**config.mk**
```make
export PLATFORM = sky130hd
export DESIGN_NAME = card_dealer_flat
export DESIGN_NICKNAME = d
export VERILOG_FILES = /design/src/rtl/card_dealer_if.sv /design/src/rtl/card_dealer.sv /design/src/flat_wrapper.sv
export SDC_FILE = /design/constraint.sdc
export NUM_CORES = 1
export LEC_CHECK = 0
export CAP_MARGIN = 10
export CORE_UTILIZATION = 57
export DETAILED_ROUTE_END_ITERATION = 8
export GPL_TIMING_DRIVEN = 0
export PLACE_DENSITY = 0.83
export SLEW_MARGIN = 20
export SYNTH_ARGS = -nofsm -noshare
export SYNTH_HDL_FRONTEND = slang
export SYNTH_SLANG_ARGS = --single-unit
```
**constraint.sdc**
```tcl
create_clock -name clk -period 6 [get_ports clk]
set_input_delay 1.2 -clock clk [delete_from_list [all_inputs] [get_ports clk]]
set_output_delay 1.2 -clock clk [all_outputs]
set_load 0.01 [all_outputs]
```
**src/rtl/card_dealer_if.sv**
```systemverilog
// Bus between the card_dealer and its controller: requests and random word in,
// dealt card, status and FSM state (state_dbg) out.
//
// Handshake: deal_req and shuffle_req are single-cycle strobes, taken only
// while busy=0 and dropped otherwise. card_valid and deal_err are single-cycle
// pulses with no back-pressure. card_id/rank/suit are valid while card_valid=1.
interface card_dealer_if;
    logic [31:0] randnum;
    logic        deal_req;
    logic        shuffle_req;
    logic        card_valid;
    logic [5:0]  card_id;
    logic [3:0]  rank;
    logic [1:0]  suit;
    logic        deal_err;
    logic        busy;
    logic [5:0]  cards_left;
    logic        deck_empty;
    logic [1:0]  state_dbg;

    modport master (
        output randnum, deal_req, shuffle_req,
        input  card_valid, card_id, rank, suit, deal_err, busy, cards_left,
               deck_empty, state_dbg
    );

    modport slave (
        input  randnum, deal_req, shuffle_req,
        output card_valid, card_id, rank, suit, deal_err, busy, cards_left,
               deck_empty, state_dbg
    );
endinterface

```
**src/rtl/card_dealer.sv**
```systemverilog
// Deals unique cards from a 52-card deck by probing a used-card bitmap from a random start.
// Optional macro CARD_DEALER_AUTOSHUFFLE_EN: a deal on an empty deck reshuffles instead of erroring.
module card_dealer #(
    parameter int RAND_LSB = 0
) (
    input  logic          clk,
    input  logic          rst,
    card_dealer_if.slave  bus
);
    typedef enum logic [1:0] {
        IDLE  = 2'd0,
        PROBE = 2'd1,
        EMIT  = 2'd2
    } state_t;

    state_t      state;
    logic [51:0] used;
    logic [5:0]  cand;
    logic [5:0]  cards_left;
    logic [5:0]  slice;
    logic [5:0]  load_cand;
    logic        card_valid;
    logic        deal_err;
    logic [5:0]  card_id;
    logic [3:0]  rank;
    logic [1:0]  suit;

    // Fold 52..63 back onto 0..11 so every slice maps to a real card.
    assign slice     = bus.randnum[RAND_LSB +: 6];
    assign load_cand = (slice >= 6'd52) ? (slice - 6'd52) : slice;

    function automatic logic [5:0] suit_rank(input logic [5:0] id);
        logic [1:0] s;
        logic [5:0] rem;
        if (id >= 6'd39) begin
            s = 2'd3; rem = id - 6'd39;
        end else if (id >= 6'd26) begin
            s = 2'd2; rem = id - 6'd26;
        end else if (id >= 6'd13) begin
            s = 2'd1; rem = id - 6'd13;
        end else begin
            s = 2'd0; rem = id;
        end
        return {s, rem[3:0] + 4'd1};
    endfunction

    always_ff @(posedge clk or posedge rst) begin
        if (rst) begin
            state      <= IDLE;
            used       <= '0;
            cards_left <= 6'd52;
            cand       <= '0;
            card_id    <= '0;
            rank       <= 4'd1;
            suit       <= '0;
            card_valid <= 1'b0;
            deal_err   <= 1'b0;
        end else begin
            card_valid <= 1'b0;
            deal_err   <= 1'b0;
            case (state)
                IDLE: begin
                    if (bus.shuffle_req) begin
                        used       <= '0;
                        cards_left <= 6'd52;
                    end else if (bus.deal_req) begin
                        if (cards_left == 6'd0) begin
`ifdef CARD_DEALER_AUTOSHUFFLE_EN
                            used       <= '0;
                            cards_left <= 6'd52;
                            cand       <= load_cand;
                            state      <= PROBE;
`else
                            deal_err   <= 1'b1;
`endif
                        end else begin
                            cand  <= load_cand;
                            state <= PROBE;
                        end
                    end
                end
                PROBE: begin
                    // Terminates: PROBE is only entered with at least one free card.
                    if (!used[cand]) begin
                        used[cand]     <= 1'b1;
                        cards_left     <= cards_left - 6'd1;
                        card_id        <= cand;
                        {suit, rank}   <= suit_rank(cand);
                        state          <= EMIT;
                    end else begin
                        cand <= (cand == 6'd51) ? 6'd0 : (cand + 6'd1);
                    end
                end
                EMIT: begin
                    card_valid <= 1'b1;
                    state      <= IDLE;
                end
                default: state <= IDLE;
            endcase
        end
    end

    assign bus.card_valid = card_valid;
    assign bus.deal_err   = deal_err;
    assign bus.card_id    = card_id;
    assign bus.rank       = rank;
    assign bus.suit       = suit;
    assign bus.cards_left = cards_left;
    assign bus.deck_empty = (cards_left == 6'd0);
    assign bus.busy       = (state != IDLE);
    assign bus.state_dbg  = state;
endmodule

```
**src/flat_wrapper.sv**
```systemverilog
// flat-port wrapper written by rule: the top's interface ports become plain ports
module card_dealer_flat 
#(
    parameter int RAND_LSB = 0
)
  (clk, rst, bus_randnum, bus_deal_req, bus_shuffle_req, bus_card_valid, bus_card_id, bus_rank, bus_suit, bus_deal_err, bus_busy, bus_cards_left, bus_deck_empty, bus_state_dbg);
  card_dealer_if bus_i ();
  input  logic clk;
  input  logic rst;
  input wire logic [$bits(bus_i.randnum)-1:0] bus_randnum;
  input wire logic [$bits(bus_i.deal_req)-1:0] bus_deal_req;
  input wire logic [$bits(bus_i.shuffle_req)-1:0] bus_shuffle_req;
  output wire logic [$bits(bus_i.card_valid)-1:0] bus_card_valid;
  output wire logic [$bits(bus_i.card_id)-1:0] bus_card_id;
  output wire logic [$bits(bus_i.rank)-1:0] bus_rank;
  output wire logic [$bits(bus_i.suit)-1:0] bus_suit;
  output wire logic [$bits(bus_i.deal_err)-1:0] bus_deal_err;
  output wire logic [$bits(bus_i.busy)-1:0] bus_busy;
  output wire logic [$bits(bus_i.cards_left)-1:0] bus_cards_left;
  output wire logic [$bits(bus_i.deck_empty)-1:0] bus_deck_empty;
  output wire logic [$bits(bus_i.state_dbg)-1:0] bus_state_dbg;
  assign bus_i.randnum = bus_randnum;
  assign bus_i.deal_req = bus_deal_req;
  assign bus_i.shuffle_req = bus_shuffle_req;
  assign bus_card_valid = bus_i.card_valid;
  assign bus_card_id = bus_i.card_id;
  assign bus_rank = bus_i.rank;
  assign bus_suit = bus_i.suit;
  assign bus_deal_err = bus_i.deal_err;
  assign bus_busy = bus_i.busy;
  assign bus_cards_left = bus_i.cards_left;
  assign bus_deck_empty = bus_i.deck_empty;
  assign bus_state_dbg = bus_i.state_dbg;
  card_dealer #(.RAND_LSB(RAND_LSB)) u_core (.clk(clk), .rst(rst), .bus(bus_i));
endmodule
```
Word level (Yosys, flattened, before mapping)
Index checks and enable logic that the tools add are counted.
{"block": "word_totals", "regBits": 80, "latch_bits": 0, "mem_bits_rw": 0, "rom_bits": 0, "input_bits": 36, "output_inout_bits": 24, "elab_cells": 77, "mem_count": 0}
{"block": "classes", "add_sub_neg": 7, "mul": 0, "div": 0, "order_cmp": 6, "n_eq_ne": 9, "shifts": 0, "mux": 35, "bitwise": 2, "reduce_logical": 9}
{"operator": "52-bit 2-to-1 mux", "count": 2}
{"operator": "52-bit one-hot mux with 2 select lines", "count": 1}
{"operator": "52-bit bitwise OR", "count": 1}
{"operator": "6-bit 2-to-1 mux", "count": 8}
{"operator": "6-bit one-hot mux with 2 select lines", "count": 2}
{"operator": "4-bit 2-to-1 mux", "count": 5}
{"operator": "6-bit >= comparator, second input constant", "count": 2}
{"operator": "2-bit 2-to-1 mux", "count": 6}
{"operator": "2-bit != test, second input constant", "count": 5}
{"operator": "1-bit 2-to-1 mux", "count": 8}
{"operator": "4-bit subtractor, second input constant", "count": 2}
{"operator": "6-bit by 7-bit < comparator with 1-bit output, second input constant", "count": 1}
{"operator": "6-bit by 1-bit adder with 6-bit output, second input constant", "count": 1}
{"operator": "1-bit binary-select mux with 6-bit select", "count": 1}
{"operator": "1-bit demux with 6-bit select", "count": 1}
{"operator": "6-bit equality test, second input constant", "count": 1}
{"operator": "6-bit by 1-bit >= comparator with 1-bit output, second input constant", "count": 1}
{"operator": "6-bit by 4-bit >= comparator with 1-bit output, second input constant", "count": 1}
{"operator": "6-bit by 5-bit >= comparator with 1-bit output, second input constant", "count": 1}
{"operator": "6-bit zero test", "count": 1}
{"operator": "6-bit by 1-bit subtractor with 6-bit output, second input constant", "count": 1}
{"operator": "6-bit subtractor, second input constant", "count": 1}
{"operator": "5-bit AND reduction", "count": 1}
{"operator": "4-bit by 1-bit adder with 4-bit output, second input constant", "count": 1}
{"operator": "other kinds (12)", "count": 13}

Logic depth before layout (Yosys ltp)
{"block": "logic_depth", "word_depth": 7, "mapped_depth": 11, "mapped_depth_nobuf": 9}

Least setup slack after synthesis
Ideal clock, no wire load.
{"block": "synth_path", "kind": "flip-flop to flip-flop", "start": "register u_core.cand[1]", "end": "register u_core.rank[1], in the netlist u_core.bus.rank[1]", "setup_time_ps": 125, "t_arrival_ps": 2394, "t_required_ps": 5875, "setup_slack_ps": 3481, "stages_incl_launch_ff": 11, "synth_period_minus_slack_ps": 2519, "path_cell_list": "dfrtp_1 buf_6 buf_2 inv_1 ha_1 nor2b_1 o21ai_0 a21boi_0 xnor2_1 ha_1 mux2_2"}
{"block": "synth_between", "elab_chain_cells": 7, "elab_cells_between_ends": 16, "classes_between": "4 x add/sub; 3 x order compare; 7 x mux; 1 x bitwise; 1 x reduce/logical"}
{"item": "start, declared", "line": "card_dealer.sv:18", "source": "logic [5:0] cand;"}
{"item": "start signal, assigned", "line": "card_dealer.sv:77", "source": "cand <= load_cand;"}
{"item": "start signal, assigned", "line": "card_dealer.sv:91", "source": "cand <= (cand == 6'd51) ? 6'd0 : (cand + 6'd1);"}
{"item": "6-bit by 4-bit >= comparator with 1-bit output or 4-bit subtractor (tied branches)", "line": "card_dealer.sv:39, card_dealer.sv:40"}
{"item": "4-bit 2-to-1 mux", "line": "card_dealer.sv:39", "source": "end else if (id >= 6'd13) begin"}
{"item": "4-bit 2-to-1 mux", "line": "card_dealer.sv:37", "source": "end else if (id >= 6'd26) begin"}
{"item": "4-bit 2-to-1 mux", "line": "card_dealer.sv:35", "source": "if (id >= 6'd39) begin"}
{"item": "4-bit 2-to-1 mux", "line": "card_dealer.sv:84", "source": "if (!used[cand]) begin"}
{"item": "4-bit 2-to-1 mux", "line": "card_dealer.sv:61", "source": "case (state)"}
{"item": "4-bit by 1-bit adder with 4-bit output", "line": "card_dealer.sv:44", "source": "return {s, rem[3:0] + 4'd1};"}
{"item": "end signal, assigned", "line": "card_dealer.sv:88", "source": "{suit, rank} <= suit_rank(cand);"}
{"item": "end, declared", "line": "card_dealer.sv:25", "source": "logic [3:0] rank;"}
Several ways; a longest one is shown, not always the timed one. The select of a mux whose other input is x is not followed.
A chain may end at the register's enable or synchronous reset.

Worst setup path in the final report
{"block": "layout_path", "start": "register u_core.cards_left[0], in the netlist u_core.bus.cards_left[0]", "end": "output port bus_deck_empty"}
{"block": "layout_between", "elab_chain_cells": 1}
{"item": "start, declared", "line": "card_dealer.sv:19", "source": "logic [5:0] cards_left;"}
{"item": "start signal, assigned", "line": "card_dealer.sv:86", "source": "cards_left <= cards_left - 6'd1;"}
{"item": "6-bit zero test", "line": "card_dealer.sv:109", "source": "assign bus.deck_empty = (cards_left == 6'd0);"}
{"item": "end, declared", "line": "flat_wrapper.sv:20", "source": "output wire logic [$bits(bus_i.deck_empty)-1:0] bus_deck_empty;"}
Every way passes these cells.

==> flow_summary.yaml <==
floorplan:
  pin_count: 60
  rows: 31
  die_area_um2: 7960
  coreArea_um2: 7290
  fp.dieW_um: 89.2
  die_h_um: 89.2
  start_util_pct: 59.5
power_and_ir_drop:
  powerDensity_nw_per_um2: 495
  power.switching_w: 0.00108
  leakage_nw: 2.23
  swShare_pct: 43.7
  power_frac_comb_pct: 54.9
  internal_power_w: 0.00140
  seqPwrFrac_pct: 29.4
  clkPwrFrac_pct: 15.7
  ir_drop_mv: 0.371
  p_total_w: 0.00248
grt:
  grt_pass1_vias: 3417
  track_usage_pct: 30.0
  grt_antenna_before_repair: 0
  grt_start_max_net_pins: 48
  overflow: 0
  grt_first_pass_wirelength_um: 17500
synthesis:
  syn_inst: 412
  synth_edf_count: 0
  synth_common_cells: "dfrtp_1, nand2_1, o21ai_0"
  yosysSeqAreaShare_pct: 46.3
  netlist.area_leader.share_pct: 43.9
  ys_dominant_reg_cell: "dfrtp_1"
  synthTopCellsByArea: "dfrtp_1, mux2i_1, nand2_1"
  ys_seq_elements: 80
  yosys.area.top_type: "dfrtp_1"
  yosys_warnings: 0
  yosysMostFrequentCell: "dfrtp_1"
  yosysUniqueCellTypes: 61
  syn-cell-area_um2: 4340
  synth_fp_nets: 462
  async_reset_ff_share_pct: 100
  avgSynthCellArea_um2: 10.5
place:
  gp_congestion: 0.898
  dpl-instance-area_um2: 4820
  dpl.hpwl_um: 7640
  port_buffers: 33
clocking:
  post_cts_buffers: 0
  cts-root-buf: "clkbuf_8"
  worstSkewPairLatency_ps: 360
  clk_pin_slew_ps: 90
  cts_resized: 0
  cts.sinks: 80
  cts_buffers: 9
  clockBufferDepth: 2
  cts_tree: "done"
  hold_buffers: 0
  cts-htree-levels: 3
hold_path:
  hp-class: "reg2reg"
timing:
  tns_ps: 0
  min_period_over_period_pct: 56.3
  worst_pin_slew_ps: 679
  whs_ps: 471
  slew_headroom_pct: 54.1
  finClkSkew_ps: 11.1
  rsz0062_at_grt: "no"
  hold_viol_final: 0
  setup_violations: 0
  min_period_ps: 3380
  max_freq_ghz: 0.296
  finalMaxSlewViolations: 0
worst_setup_path:
  rrSetupSlack_ps: 2740
  cp_data_required_time_ps: 4800
  path_max_fanout: 4
  start_kind: "register"
  cp-end-kind: "primary output"
  worstSetupPathType: "reg2out"
  arrival_ps: 2180
finish:
  multi_input_area_um2: 2080
  nets: 507
  drive_above_1_share_pct: 13.4
  layout.area.seq_um2: 2010
  finish.instance_area_um2: 5010
  fillers: 583
  antenna_cells: 0
  syn_to_final_growth_pct: 15.5
  post-route-util_pct: 68.7
route:
  vias_per_cell: 6.27
  first_pass_iters: 5
  drtAntennaViolNets: 0
  finalWirelength_um: 10900
  vias: 3520
  drt_iter0_markers: 356
  wl_per_cell_um: 19.5
  drc: 0
outcome:
  status: "finished clean"
flow_run:
  drv_cap: 0
## power by group through the flow
| stage | clock network [W] | registers, W | logic [W] |
|---|---|---|---|
| after global routing | 0.000409 | 0.000740 | 0.00146 |
| after detailed placement | 0 | 0.000737 | 0.00132 |
| after CTS | 0.000389 | 0.000728 | 0.00134 |
| after floorplan | 0 | 0.000747 | 0.000884 |
| final | 0.000389 | 0.000729 | 0.00136 |
| after global placement | 0 | 0.000734 | 0.00129 |
## stage by stage
| step | worst slack (ps) | cells |
|---|---|---|
| 2_1_floorplan | 2750 | 412 |
| 3_3_place_gp | 1600 | 544 |
| 3_5_place_dp | 2860 | 545 |
| 4_1_cts | 2610 | 561 |
| 5_1_grt | 2460 | 561 |
| 6_report | 2620 | 561 |
## path summary, 6_finish.rpt
kind / from / end / cells past startpoint
worst max-delay path: u_core.bus.cards_left[0] / bus_deck_empty / 4
worst max register to register: u_core.cand[1] / u_core.bus.rank[3] / 11
worst min register to register: u_core.used[8] / u_core.used[8] / 2
worst min-delay path: u_core.used[8] / u_core.used[8] / 2
max in group asynchronous: rst / u_core.used[11] / 3
min in group asynchronous: rst / u_core.bus.card_id[1] / 2
## metal layers
metal	global-route usage [%]	share of wire, %
met5	0	0
met3	6.83	7.9
met1	40.9	42
met2	47.5	48
met4	10.7	2.2
## layout by cell type (no fill, tap or decap), drive strengths merged, types with 14 or more instances in the layout
cell and n:
dfrtp 76, nand2 57, clkdlybuf4s50 33, o21ai 33, mux2i 24, nor2 23, clkbuf 22, buf 15
a21oi 14, a32o 14, ha 14
## final cells by class
| class | instances | area share (%) |
|---|---|---|
| multi-input combinational | 293 | 41.5 |
| sequential | 80 | 40.1 |
| timing repair buffer | 34 | 7.14 |
| buffer | 26 | 4.07 |
| clock buffer | 10 | 2.55 |
| tap | 99 | 2.47 |
| clock inverter | 6 | 1.20 |
| inverter | 13 | 1.02 |
## critical path: stages, from the launching register on
cell	delay [ps]
dfrtp_1	410
inv_1	120
ha_1	170
nor4bb_1	490
clkdlybuf4s50_1	630
## sequential cells by signal, summed over array words and instances, names as in the netlist
signal	cells
u_core.bus.cards_left	6
u_core.cand	6
u_core.bus.deal_err	1
u_core.bus.rank	4
u_core.bus.suit	2
u_core.bus.card_valid	1
u_core.used	52
u_core.bus.state_dbg	2
u_core.bus.card_id	6
## cells by family (layout without fill, tap and decap cells)
family	count (synthesis)	in the layout	synth area share (%)
buffers and inverters	39	89	5.83
multiplexers	35	35	9.43
XOR/XNOR	7	7	1.41
AO/OA/AOI/OAI	111	111	18.8
flip-flops	80	80	46.3
AND/OR/NAND/NOR	126	126	14.2
adder cells (fa/ha/maj)	14	14	4.04
(Power assumes the default switching activity.)
